$ cat src/rtl/xbus_pkg.sv
// Shared defaults and types for the row multicast bus.
// The broadcast default and id_t follow the default 4-bit ID width.
package xbus_pkg;

    localparam int XBUS_ID_LEN = 4;

    typedef logic [XBUS_ID_LEN-1:0] id_t;

    localparam id_t XBUS_BCAST_ID = '1;

    typedef enum logic {
        IDLE = 1'b0,
        BUSY = 1'b1
    } state_e;

endpackage

$ cat src/rtl/xbus_id_chain.sv
// PE ID scan chain: words enter at the top index and leave from index 0.
// The IDs are exported flattened, one ID_LEN slice per PE.
module xbus_id_chain #(
    parameter int PE_NUMS = 14,
    parameter int ID_LEN  = 4
) (
    input  logic                        clk,
    input  logic                        rst,
    input  logic                        set_id,
    input  logic [ID_LEN-1:0]           id_scan_in,
    output logic [ID_LEN-1:0]           id_scan_out,
    output logic [PE_NUMS*ID_LEN-1:0]   id_flat
);

    logic [ID_LEN-1:0] r_id [PE_NUMS];

    always_ff @(posedge clk or negedge rst) begin
        if (!rst) begin
            for (int i = 0; i < PE_NUMS; i++) begin
                r_id[i] <= '0;
            end
        end else if (set_id) begin
            for (int i = 0; i < PE_NUMS-1; i++) begin
                r_id[i] <= r_id[i+1];
            end
            r_id[PE_NUMS-1] <= id_scan_in;
        end
    end

    always_comb begin
        id_flat = '0;
        for (int i = 0; i < PE_NUMS; i++) begin
            id_flat[i*ID_LEN +: ID_LEN] = r_id[i];
        end
    end

    assign id_scan_out = r_id[0];

endmodule

$ cat src/rtl/mcast_xbus.sv
// Row multicast bus: one tagged word is held until every matching PE takes it.
// Words that match no PE are dropped and counted (saturating).
module mcast_xbus
    import xbus_pkg::*;
#(
    parameter int                PE_NUMS  = 14,
    parameter int                ID_LEN   = XBUS_ID_LEN,
    parameter int                DATA_W   = 8,
    parameter logic [ID_LEN-1:0] BCAST_ID = '1,
    parameter int                CNT_W    = 16
) (
    input  logic                clk,
    input  logic                rst,
    input  logic                in_valid,
    output logic                in_ready,
    input  logic [ID_LEN-1:0]   in_tag,
    input  logic [DATA_W-1:0]   in_data,
    input  logic                set_id,
    input  logic [ID_LEN-1:0]   id_scan_in,
    output logic [ID_LEN-1:0]   id_scan_out,
    output logic [PE_NUMS-1:0]  pe_valid,
    input  logic [PE_NUMS-1:0]  pe_ready,
    output logic [DATA_W-1:0]   pe_data,
    output logic [CNT_W-1:0]    drop_cnt
);

    logic [PE_NUMS*ID_LEN-1:0]  w_id_flat;
    logic [PE_NUMS-1:0]         w_match;
    logic [PE_NUMS-1:0]         w_pending_nxt;
    logic                       w_accept;
    logic                       w_hit;
    logic                       w_drain_done;
    state_e                     w_state_nxt;

    logic [PE_NUMS-1:0]         r_pending;
    logic [DATA_W-1:0]          r_data;
    logic [CNT_W-1:0]           r_drop_cnt;
    state_e                     r_state;

    xbus_id_chain #(
        .PE_NUMS (PE_NUMS),
        .ID_LEN  (ID_LEN)
    ) u_id_chain (
        .clk         (clk),
        .rst         (rst),
        .set_id      (set_id),
        .id_scan_in  (id_scan_in),
        .id_scan_out (id_scan_out),
        .id_flat     (w_id_flat)
    );

    always_comb begin
        w_match = '0;
        for (int i = 0; i < PE_NUMS; i++) begin
            w_match[i] = (w_id_flat[i*ID_LEN +: ID_LEN] == in_tag) || (in_tag == BCAST_ID);
        end
    end

    assign w_drain_done = ((r_pending & ~pe_ready) == '0);

    // Output process: a new word may enter in the same cycle the last target drains.
    always_comb begin
        in_ready = 1'b0;
        case (r_state)
            IDLE:    in_ready = !set_id;
            BUSY:    in_ready = !set_id && w_drain_done;
            default: in_ready = 1'b0;
        endcase
        in_ready = in_ready && rst;
    end

    assign pe_valid = r_pending;
    assign pe_data  = r_data;
    assign drop_cnt = r_drop_cnt;

    // Next-state process: a matching accept replaces pending, otherwise drain.
    always_comb begin
        w_accept      = in_valid && in_ready;
        w_hit         = w_accept && (w_match != '0);
        w_pending_nxt = w_hit ? w_match : (r_pending & ~pe_ready);
        w_state_nxt   = (w_pending_nxt != '0) ? BUSY : IDLE;
    end

    always_ff @(posedge clk or negedge rst) begin
        if (!rst) begin
            r_state    <= IDLE;
            r_pending  <= '0;
            r_data     <= '0;
            r_drop_cnt <= '0;
        end else begin
            r_state   <= w_state_nxt;
            r_pending <= w_pending_nxt;
            if (w_hit) begin
                r_data <= in_data;
            end
            if (w_accept && !w_hit && (r_drop_cnt != '1)) begin
                r_drop_cnt <= r_drop_cnt + 1'b1;
            end
        end
    end

endmodule
$ cat config.mk
export PLATFORM = sky130hd
export DESIGN_NAME = mcast_xbus
export DESIGN_NICKNAME = d
export VERILOG_FILES = /design/src/rtl/xbus_pkg.sv /design/src/rtl/xbus_id_chain.sv /design/src/rtl/mcast_xbus.sv
export SDC_FILE = /design/constraint.sdc
export NUM_CORES = 1
export LEC_CHECK = 0
export ABC_AREA = 0
export CAP_MARGIN = 20
export CORE_AREA = 5 5 132 134
export CTS_BUF_LIST = sky130_fd_sc_hd__clkbuf_2 sky130_fd_sc_hd__clkbuf_4 sky130_fd_sc_hd__clkbuf_8
export DETAILED_ROUTE_END_ITERATION = 8
export DIE_AREA = 0 0 137 139
export HOLD_SLACK_MARGIN = 0.05
export PLACE_DENSITY_LB_ADDON = 0.05
export SLEW_MARGIN = 25
export SYNTH_ARGS = -nofsm -noshare
export SYNTH_HDL_FRONTEND = slang
export SYNTH_SLANG_ARGS = --single-unit
$ cat constraint.sdc
create_clock -name clk -period 3.9 [get_ports clk]
set_clock_uncertainty 0.15 [all_clocks]
set_input_delay 0.585 -clock clk [delete_from_list [all_inputs] [get_ports clk]]
set_output_delay 0.585 -clock clk [all_outputs]
set_load 0.1 [all_outputs]
Yosys cells after proc, flatten, opt, wreduce, memory -nomap -nowiden. Cells that the tools add are included.

Equal/unequal tests: 16. Muxes and demuxes: 3. $add $sub $neg: 1. Bitwise gates (word level): 3. Reduce and logical (&&, ||, !) cells: 25.

Operators with widths (number): $eq A4 B4 Y1 (14); $reduce_bool A14 Y1 (2); $add A16 B1 Y16 const B (1); $ne A16 B16 Y1 const B (1); $and A14 B14 Y14 (1); $logic_not A14 Y1 (1); $logic_or A1 B1 Y1 (14); $mux W14 (1); $not A14 Y14 (1); $logic_and A1 B1 Y1 (6); $eq A4 B4 Y1 const B (1); $logic_not A1 Y1 (2); $pmux W1 S2 (1); $mux W1 (1); $not A1 Y1 (1).

Logic and storage cells: 66. Bits of input ports: 34. Register bits: 95. Output and inout port bits: 43.

Logic depth before layout (Yosys ltp). Gate-level depths: netlist of run 1.

Word-level depth: 11. Depth in mapped cells: 10. Mapped depth without buffers: 6.

Hierarchy. From an unflattened synthesis of run 1, not the netlist that was laid out.

Cell total of the unflattened synthesis: 371. Area, all modules: 4854.7 sq um.

Modules (own cells, without submodules): mcast_xbus (area an instance 2581.2 sq um, cells an instance 249, seq. area each 975.9 sq um, times used 1); xbus_id_chain (area an instance 2273.4 sq um, cells an instance 122, seq. area each 1401.3 sq um, times used 1).

Worst setup path after synthesis of run 1. Ideal clock, no wire load.

Path kind: reg-to-output. From: register r_pending[3], in the netlist pe_valid[3]. To: output port in_ready. Path buffers: 0. Arrival: 2.342 ns. Data required time: 3.165 ns. Path slack: 0.823 ns. Cell stages (with the launch flop): 5. Path through: dfrtp_1 > nand2b_1 > nand4_1 > o41ai_1 > and3b_1.

Word-level cells in the longest chain between the ends: 5.

RTL lines: from (decl) (line mcast_xbus.sv:35) `logic [PE_NUMS-1:0] r_pending;`; from (signal assigned) (line mcast_xbus.sv:92) `r_pending <= w_pending_nxt;`; $and A14 B14 Y14 (line mcast_xbus.sv:59) `assign w_drain_done = ((r_pending & ~pe_ready) == '0);`; $logic_not A14 Y1 (line mcast_xbus.sv:59); $logic_and A1 B1 Y1 (line mcast_xbus.sv:66) `BUSY: in_ready = !set_id && w_drain_done;`; $pmux W1 S2 (line mcast_xbus.sv:64) `case (r_state)`; $logic_and A1 B1 Y1 (line mcast_xbus.sv:69) `in_ready = in_ready && rst;`; to (decl) (line mcast_xbus.sv:15) `output logic in_ready,`.

Every way passes these cells.

Worst setup path in the final report of run 1.
From: input port in_tag[2]. To: register r_data[7], in the netlist pe_data[7].

Word-level cells in the longest chain between the ends: 4. Elaborated cells between the ends (all ways): 31. Those cells by class: eq/ne: 15; reduce/logical: 16.

RTL lines: from (decl) (line mcast_xbus.sv:16) `input logic [ID_LEN-1:0] in_tag,`; $eq A4 B4 Y1 (line mcast_xbus.sv:55) `w_match[i] = (w_id_flat[i*ID_LEN +: ID_LEN] == in_tag) || (in_tag == BCAST_ID);`; $logic_or A1 B1 Y1 (line mcast_xbus.sv:55); $reduce_bool A14 Y1 (*) (line mcast_xbus.sv:79) `w_hit = w_accept && (w_match != '0);`; $logic_and A1 B1 Y1 (*) (line mcast_xbus.sv:79); to (signal assigned) (line mcast_xbus.sv:94) `r_data <= in_data;`; to (decl) (line mcast_xbus.sv:36) `logic [DATA_W-1:0] r_data;`.

Every way passes the cells marked *; elsewhere a longest branch is shown, timed or not. A chain may end at the register's enable or synchronous reset.

==> impl_metrics.env, run 1 <==
export IMPL_clock_sinks=95
export IMPL_cts_buffer_depth=2
export IMPL_io_pin_count=77
export IMPL_start_util_pct=29.1
export IMPL_wirelength_um=11400
export IMPL_slew_violations=0
export IMPL_synth_compound_area_share_pct=0.717
export IMPL_placed_area_um2=5650
export IMPL_total_power_mw=4.03
export IMPL_path_clk_slew_ps=100
export IMPL_maxCapViolCount=0
export IMPL_grt_use_total_pct=12.7
export IMPL_finalHoldViolCount=0
export IMPL_power_density_nw_per_um2=683
export IMPL_drt_iter0_drc=104
export IMPL_relSlewSlack_pct=31.9
export IMPL_die_area_um2=19000
export IMPL_setup_violations=0
export IMPL_crit_arrival_ps=3220
export IMPL_min_period_over_period_pct=79.3
export IMPL_core_area_um2=16200
export IMPL_ant_nets=0
export IMPL_worstMarginPinSlew_ps=1020
export IMPL_synth_edf_count=0
export IMPL_mostFrequentLayoutCells="dfrtp_1, clkdlybuf4s50_1, xor2_1"
export IMPL_r2r_cells=6
export IMPL_ys_ff_latch=95
export IMPL_grt_pass1_wl_um=18400
export IMPL_syn_area_um2=4710
export IMPL_rrSetupSlack_ps=1340
export IMPL_drive_gt1_share_pct=23.7
export IMPL_rsz0062_at_grt="no"
export IMPL_post_cts_resized=0
export IMPL_required_ps=4020
export IMPL_io_buffers=76
export IMPL_yosys_cell_types_count=32
export IMPL_postCtsHoldBufs=0
export IMPL_area_growth_pct=25.3
export IMPL_clockRootBuffer="clkbuf_8"
export IMPL_cts_setup_buffers=0
export IMPL_htreeDepth=3
export IMPL_criticalPathCategory="primary input to flop"
export IMPL_cts_tree="built"
export IMPL_syn_inst=366
export IMPL_antenna_found_initial=0
export IMPL_wire_per_inst_um=17.1
export IMPL_period_minus_slack_ps=3090
export IMPL_fp_dieH_um=139
export IMPL_grt_overflow_total=0
export IMPL_synth_xor_area_share_pct=13.2
export IMPL_dr_pass1_iters=6
export IMPL_insertion_delay_ps=370
export IMPL_layout_nets=477
export IMPL_avgSynthCellArea_um2=12.9
export IMPL_drcViolationCount=0
export IMPL_synth_async_reset_ratio_pct=100
export IMPL_final_common_cell="dfrtp_1"
export IMPL_place_gp_congestion=0.708
export IMPL_cts_buffers=9
export IMPL_critPathMaxFanout=22
export IMPL_fmax_mhz=323
export IMPL_peakVddDrop_mv=0.478
export IMPL_synth_fp_nets=401
export IMPL_synthMuxAreaShare_pct=19.0
export IMPL_final_cell_area_um2=5900
export IMPL_die_w_um=137
export IMPL_worstHoldPathType="primary input to asynchronous set/reset pin"
export IMPL_startpoint_type="primary input"
export IMPL_synthAdderAreaFrac_pct=0.266
export IMPL_first_global_vias=3240
export IMPL_cellLeakagePower_nw=2.50
export IMPL_status="complete, no violations"
export IMPL_yosys_warnings=0
export IMPL_critical_path_endpoint_type="flop"
export IMPL_vias_per_cell=4.45
export IMPL_grt_start_max_net_pins=60
export IMPL_fin_setup_tns_ps=0
export IMPL_place_hpwl_um=8180
export IMPL_synth_top_family_by_area="multiplexers"
export IMPL_num_vias=2966
export IMPL_yosysSeqAreaShare_pct=50.5
export IMPL_synth_simple_area_share_pct=11.3
export IMPL_synthFlopType="dfrtp_1"
export IMPL_diodes=0
export IMPL_placementRows=47
layer usage:
layer | share of wire, % | global-route usage, % | up-vias
met4 | 1.8 | 4.88 | 0
met1 | 46 | 16.6 | 1486
met2 | 50 | 20.6 | 45
met5 | 0 | 0 | -
met3 | 3.1 | 2.43 | 14
li1 | - | - | 1421
worst max-delay path, stage by stage:
cell,delay (ps)
clkdlybuf4s50_1,710
buf_4,300
xor2_1,150
nor4_1,450
nor4_2,110
nand4_2,130
and3_1,200
buf_12,210
mux2_2,350
cells by family (layout without fill, tap and decap cells):
family	Yosys count	after routing
adder cells (fa/ha/maj)	1	1
AO/OA/AOI/OAI	3	3
buffers and inverters	28	109
flip-flops	95	95
XOR/XNOR	71	71
multiplexers	79	79
AND/OR/NAND/NOR	89	89
where the power goes:
part	internal (mW)	switching [mW]
Sequential	1.27	0.262
Combinational	0.609	1.09
Clock	0.439	0.359
registers in the layout (all words and copies together), names as in the netlist:
signal	count
r_state	1
u_id_chain.id_flat	52
pe_valid	14
pe_data	8
u_id_chain.id_scan_out	4
drop_cnt	16
synth_stat cells, types with 3 or more instances:
cell type / instances / area (um^2)
buf_4: 5 / 37.5
inv_1: 3 / 11.3
nand2b_1: 14 / 87.6
mux2_4: 6 / 90.1
mux2i_1: 14 / 140
nor4_2: 4 / 50.1
nand2_1: 8 / 30.0
or3_1: 3 / 18.8
mux2_2: 59 / 664
nor3_1: 5 / 25.0
xor2_1: 65 / 569
nand3_1: 6 / 30.0
nor2_1: 15 / 56.3
clkbuf_1: 5 / 18.8
buf_6: 6 / 67.6
dfrtp_1: 95 / 2380
xnor2_1: 6 / 52.6
nand4_1: 6 / 37.5
buf_8: 3 / 45.0
nor4_1: 21 / 131
final timing paths:
| kind | end | start |
|---|---|---|
| min in group clk | drop_cnt[11]$_DFFE_PN0P_ | drop_cnt[11]$_DFFE_PN0P_ |
| max in group asynchronous | u_id_chain.id_flat[50]$_DFFE_PN0P_ | rst |
| min | pe_valid[6]$_DFF_PN0_ | rst |
| max | pe_data[7]$_DFFE_PN0N_ | in_tag[2] |
| max reg2reg | drop_cnt[1]$_DFFE_PN0P_ | drop_cnt[3]$_DFFE_PN0P_ |
| min reg2reg | drop_cnt[11]$_DFFE_PN0P_ | drop_cnt[11]$_DFFE_PN0P_ |
final cells by class:
cell class,count,area [um^2]
fillers,1600,10300
flip-flops and latches,95,2380
multi-input cells,243,2110
repair buffers,90,881
well taps,220,275
clock buffers,14,186
clock inverters,2,60.1
inverters,3,11.3
stage by stage:
stage / util (%) / std cells / worst slack (ps) / hold slack [ps]
after global routing: 36.5 / 667 / 610 / 162
after detailed placement: 34.9 / 651 / 313 / 338
after CTS: 36.4 / 667 / 729 / 129
final: 36.5 / 667 / 806 / 126
after floorplan: - / 366 / 823 / 139
after global placement: 34.9 / 651 / 280 / 329
Power figures use the tool's default switching activity.
==> run 2, diff against run 1 <==
clock period = 2.5 ns   (was 3.9 ns; I/O delays follow)
==> run 2 against run 1 <==
Effect of this change:
- the run now ends with negative setup slack left
- combinational power rose by 68%
- clock-buffer cell count shrank 1
- first-iteration DRC count fell by 4.8%
- global-route usage is 0.71 points higher
- via count grew 8.5%
- critical endpoint is now in_ready
- critical path depth fell by 3
- highest routed layer unchanged
- wire length grew 8.0%
==> impl_metrics.env, run 2 (same netlist as run 1, synthesis figures left out) <==
export IMPL_status="complete, but fails checks"
export IMPL_violations="negative setup slack"
export IMPL_min_to="pe_valid[6]$_DFF_PN0_"
export IMPL_slew_violations=0
export IMPL_min_period_over_period_pct=101
export IMPL_fp_dieH_um=139
export IMPL_cellLeakagePower_nw=2.92
export IMPL_worstHoldPathType="primary input to flop"
export IMPL_p_int_mw=3.46
export IMPL_first_global_vias=3485
export IMPL_layout_nets=531
export IMPL_diodes=0
export IMPL_dr_pass1_iters=4
export IMPL_die_area_um2=19000
export IMPL_pwr_share_comb_pct=46.0
export IMPL_worstMarginPinSlew_ps=858
export IMPL_vias_per_cell=4.47
export IMPL_worstHoldStart="pe_ready[6]"
export IMPL_clkPwrFrac_pct=15.3
export IMPL_final_common_cell="buf_4"
export IMPL_cts_buffer_depth=2
export IMPL_relSlewSlack_pct=42.8
export IMPL_wire_per_inst_um=17.1
export IMPL_finalHoldViolCount=0
export IMPL_cts_tree="built"
export IMPL_crit_arrival_ps=2010
export IMPL_placementRows=47
export IMPL_wirelength_um=12300
export IMPL_power_switching_mw=2.76
export IMPL_num_vias=3219
export IMPL_place_hpwl_um=8480
export IMPL_ant_nets=0
export IMPL_required_ps=1980
export IMPL_critical_path_endpoint_type="primary output"
export IMPL_drive_gt1_share_pct=50.2
export IMPL_rsz0062_at_grt="yes"
export IMPL_seq_power_share_pct=38.7
export IMPL_place_gp_congestion=0.733
export IMPL_clock_sinks=95
export IMPL_peakVddDrop_mv=1.05
export IMPL_clockRootBuffer="clkbuf_8"
export IMPL_fmax_mhz=395
export IMPL_hold_depth=4
export IMPL_antenna_found_initial=0
export IMPL_critPathMaxFanout=2
export IMPL_period_minus_slack_ps=2530
export IMPL_grt_start_max_net_pins=65
export IMPL_maxCapViolCount=0
export IMPL_grt_use_total_pct=13.4
export IMPL_startpoint_type="flop"
export IMPL_rrSetupSlack_ps=120
export IMPL_r2r_start="pe_valid[7]$_DFF_PN0_"
export IMPL_core_area_um2=16200
export IMPL_area_growth_pct=37.5
export IMPL_insertion_delay_ps=380
export IMPL_setup_ws_ps=-34.8
export IMPL_largest_register_ffs=52
export IMPL_grt_pass1_wl_um=19600
export IMPL_setup_violations=1
export IMPL_grt_overflow_total=0
export IMPL_r2r_cells=9
export IMPL_criticalPathCategory="flop to primary output"
export IMPL_mostFrequentLayoutCells="buf_4, dfrtp_1, xor2_1"
export IMPL_io_buffers=76
export IMPL_cts_buffers=9
export IMPL_regToRegEndpoint="drop_cnt[14]$_DFFE_PN0P_"
export IMPL_dpl_worst_slack_ps=-487
export IMPL_htreeDepth=3
export IMPL_die_w_um=137
export IMPL_drt_iter0_drc=99
export IMPL_total_power_mw=6.22
export IMPL_path_clk_slew_ps=90
export IMPL_drcViolationCount=0
export IMPL_start_util_pct=29.1
export IMPL_io_pin_count=77
export IMPL_switching_share_pct=44.4
export IMPL_power_density_nw_per_um2=961
[run 2: metrics by stage]
stage / hold WS, ps / setup TNS [ps] / util [%] / std cells / area [um^2]
6_report: 317 / -34.8 / 40.1 / 720 / 6480
5_1_grt: 333 / -132 / 40.1 / 720 / 6480
4_1_cts: 308 / -26.9 / 39.5 / 715 / 6380
3_5_place_dp: 319 / -16070 / 36.5 / 688 / 5910
3_3_place_gp: 313 / -16230 / 36.5 / 688 / 5910
2_1_floorplan: -70.6 / 0 / - / 366 / 4750
[run 2: layout make-up]
class / count / area (um^2)
multi-input cells: 243 / 2290
inverters: 3 / 11.3
clock buffers: 13 / 154
flip-flops and latches: 95 / 2410
well taps: 220 / 275
fillers: 1604 / 9690
clock inverters: 2 / 10.0
repair buffers: 144 / 1330
[run 2: how the worst max path moves through the flow]
stage | end | start | cells past startpoint
after CTS | in_ready | pe_valid[0]$_DFF_PN0_ | 6
after global placement | pe_data[0]$_DFFE_PN0N_ | in_tag[0] | 9
final | in_ready | pe_valid[7]$_DFF_PN0_ | 6
after detailed placement | pe_data[7]$_DFFE_PN0N_ | in_tag[1] | 10
after global routing | in_ready | pe_valid[10]$_DFF_PN0_ | 6
after floorplan | drop_cnt[13]$_DFFE_PN0P_ | pe_valid[3]$_DFF_PN0_ | 7
[run 2: timing repair]
item	4_1_cts	5_1_grt
hold endpoints to repair	31	0
pin swaps	7	2
resized for setup	31	12
hold buffers	1	0
setup endpoints to repair	29	9
cloned	4	1
setup buffers	7	5
[run 2: per-layer routing]
layer	vias up	track usage (%)	share of wire [%]
li1	1531	-	-
met1	1625	18.0	46
met2	50	21.3	49
met3	13	2.43	3.2
met4	0	5.04	1.7
met5	-	0	0
[run 2: worst max-delay path, stage by stage, from the launching register on]
cell and delay (ps):
dfrtp_2 430, nand2b_4 80, nand4_1 180, o41ai_2 360, buf_4 170, and3b_2 220
buf_12 180
[run 2: power groups by stage]
stage	clock network [mW]	registers [mW]	logic (mW)
detailed placement	0	2.44	2.76
finish	0.954	2.41	2.86
CTS	0.991	2.42	2.87
floorplan	0	3.11	1.36
global placement	0	2.43	2.75
global route	1.03	2.47	3.03
==> run 3, diff against run 2 <==
CORE_AREA = 2 2 129 131   (was 5 5 132 134)
DIE_AREA = 0 0 131 133   (was 0 0 137 139)
==> run 3 against run 2 <==
Effect of this change:
- the run now ends clean
- register-to-register slack better by 70 ps
- sequential power about the same
- cell area up 1.0%
- critical path depth grew 1
==> impl_metrics.env, run 3 (same netlist as run 1, synthesis figures left out) <==
export IMPL_final_common_cell="buf_4"
export IMPL_path_buf_inv=3
export IMPL_placementRows=47
export IMPL_wire_per_inst_um=17.2
export IMPL_multi_input_area_um2=2320
export IMPL_peakVddDrop_mv=0.673
export IMPL_required_ps=1980
export IMPL_layout_nets=528
export IMPL_startpoint_type="primary input"
export IMPL_cts_tree="built"
export IMPL_slew_violations=0
export IMPL_clockRootBuffer="clkbuf_8"
export IMPL_critPathMaxFanout=2
export IMPL_mostFrequentLayoutCells="buf_4, dfrtp_1, mux2_2"
export IMPL_grt_pass1_wl_um=18800
export IMPL_min_period_over_period_pct=99.7
export IMPL_diodes=0
export IMPL_clock_sinks=95
export IMPL_largest_register_ffs=52
export IMPL_path_clk_slew_ps=80
export IMPL_place_gp_congestion=0.696
export IMPL_critical_path_endpoint_type="primary output"
export IMPL_startpoint="pe_ready[10]"
export IMPL_cts_buffer_depth=2
export IMPL_seqCellArea_um2=2410
export IMPL_status="complete, no violations"
export IMPL_postLayoutCoreUtil_pct=40.5
export IMPL_antenna_found_initial=0
export IMPL_fin_cells=718
export IMPL_die_area_um2=17400
export IMPL_period_minus_slack_ps=2490
export IMPL_maxCapViolCount=0
export IMPL_grt_start_max_net_pins=96
export IMPL_r2r_start="pe_valid[7]$_DFF_PN0_"
export IMPL_crit_path_top_delay_cell="clkdlybuf4s50_1"
export IMPL_vias_per_cell=4.47
export IMPL_grt_overflow_total=0
export IMPL_cellLeakagePower_nw=2.97
export IMPL_num_vias=3212
export IMPL_setup_violations=0
export IMPL_final_cell_area_um2=6550
export IMPL_wirelength_um=12300
export IMPL_drive_gt1_share_pct=50.4
export IMPL_finalHoldViolCount=0
export IMPL_relSlewSlack_pct=63.8
export IMPL_critical_path_endpoint="in_ready"
export IMPL_worstHoldPathType="primary input to flop"
export IMPL_power_density_nw_per_um2=979
export IMPL_start_util_pct=29.1
export IMPL_n_fill_cell=1606
export IMPL_io_buffers=76
export IMPL_fin_setup_tns_ps=0
export IMPL_crit_arrival_ps=1970
export IMPL_place_hpwl_um=8120
export IMPL_first_global_vias=3376
export IMPL_path_cells="clkdlybuf4s50_1 > nand2b_4 > nand4_1 > o41ai_2 > buf_4 > and3b_2 > buf_12"
export IMPL_criticalPathCategory="primary input to primary output"
export IMPL_grt_use_total_pct=14.3
export IMPL_worstMarginPinSlew_ps=543
export IMPL_htreeDepth=3
export IMPL_cp_top_family="buffers and inverters"
export IMPL_regToRegEndpoint="drop_cnt[14]$_DFFE_PN0P_"
export IMPL_rrSetupSlack_ps=190
export IMPL_area_growth_pct=38.9
export IMPL_rsz0062_at_grt="yes"
export IMPL_cts_buffers=9
export IMPL_cp_depth=7
export IMPL_ant_nets=0
export IMPL_fp_dieH_um=133
export IMPL_io_pin_count=77
export IMPL_insertion_delay_ps=380
export IMPL_placed_area_um2=5930
export IMPL_fmax_mhz=401
export IMPL_r2r_cells=9
export IMPL_core_area_um2=16200
export IMPL_dr_pass1_iters=4
export IMPL_die_w_um=131
export IMPL_drt_iter0_drc=91
export IMPL_cpPeakStageDelay_ps=460
export IMPL_dp_cells=690
export IMPL_drcViolationCount=0
run 3: cell count changes in the layout (fill, tap and decap cells not counted), sizes merged, moves of 2 or more:
cell	before	now
dlymetal6s2s	0	8
buf	108	105
clkbuf	13	16
dlygate4sd2	11	4
clkinvlp	0	2
bufbuf	4	0
run 3: layout make-up:
class	count	area share, %
flip-flops and latches	95	36.9
inverters	3	0.172
repair buffers	141	20.1
multi-input cells	243	35.5
clock inverters	4	0.822
clock buffers	12	2.43
well taps	220	4.21
run 3: timing repair:
action / in CTS / in global routing
hold endpoints to repair: 95 / 0
gates cloned: 0 / 4
setup buffers: 2 / 5
hold buffers: 1 / 0
pin swaps: 5 / 4
gates resized for setup: 19 / 24
endpoints found under the setup margin: 29 / 33
run 3: where the power goes:
part	internal (mW)	switching, mW	total, mW	leakage (nW)
Sequential	1.99	0.428	2.42	1.15
Clock	0.531	0.578	1.11	0.102
Combinational	1.08	1.80	2.88	1.72
run 3: worst min path at each step:
stage                                        start  cells after the start  slack (ps)                        to
after floorplan                                rst                      0         -70   drop_cnt[0]$_DFFE_PN0P_
after global placement    drop_cnt[10]$_DFFE_PN0P_                      1         310  drop_cnt[10]$_DFFE_PN0P_
after detailed placement  drop_cnt[10]$_DFFE_PN0P_                      1         320  drop_cnt[10]$_DFFE_PN0P_
after CTS                              pe_ready[9]                      4         300     pe_valid[9]$_DFF_PN0_
after global routing                   pe_ready[5]                      4         230     pe_valid[5]$_DFF_PN0_
final                                  pe_ready[5]                      4         240     pe_valid[5]$_DFF_PN0_
run 3: metrics by stage:
step | setup WS, ps | total power [mW] | hold slack (ps)
finish | 6.69 | 6.41 | 238
CTS | -16.6 | 6.41 | 301
global route | -83.4 | 6.77 | 229
global placement | -497 | 5.18 | 313
floorplan | 7.07 | 4.46 | -70.6
detailed placement | -499 | 5.20 | 318
run 3: layer usage:
layer | vias up | global-route usage [%] | wire, um
met2 | 55 | 23.4 | 6040
li1 | 1510 | - | -
met4 | 0 | 3.37 | 150
met3 | 10 | 4.08 | 421
met1 | 1637 | 18.6 | 5730
met5 | - | 0 | 0
run 3: tightest hold or removal path, stage by stage:
cell	delay (ps)
dlymetal6s2s_1	80
nand2b_4	120
buf_4	90
mux2i_1	50
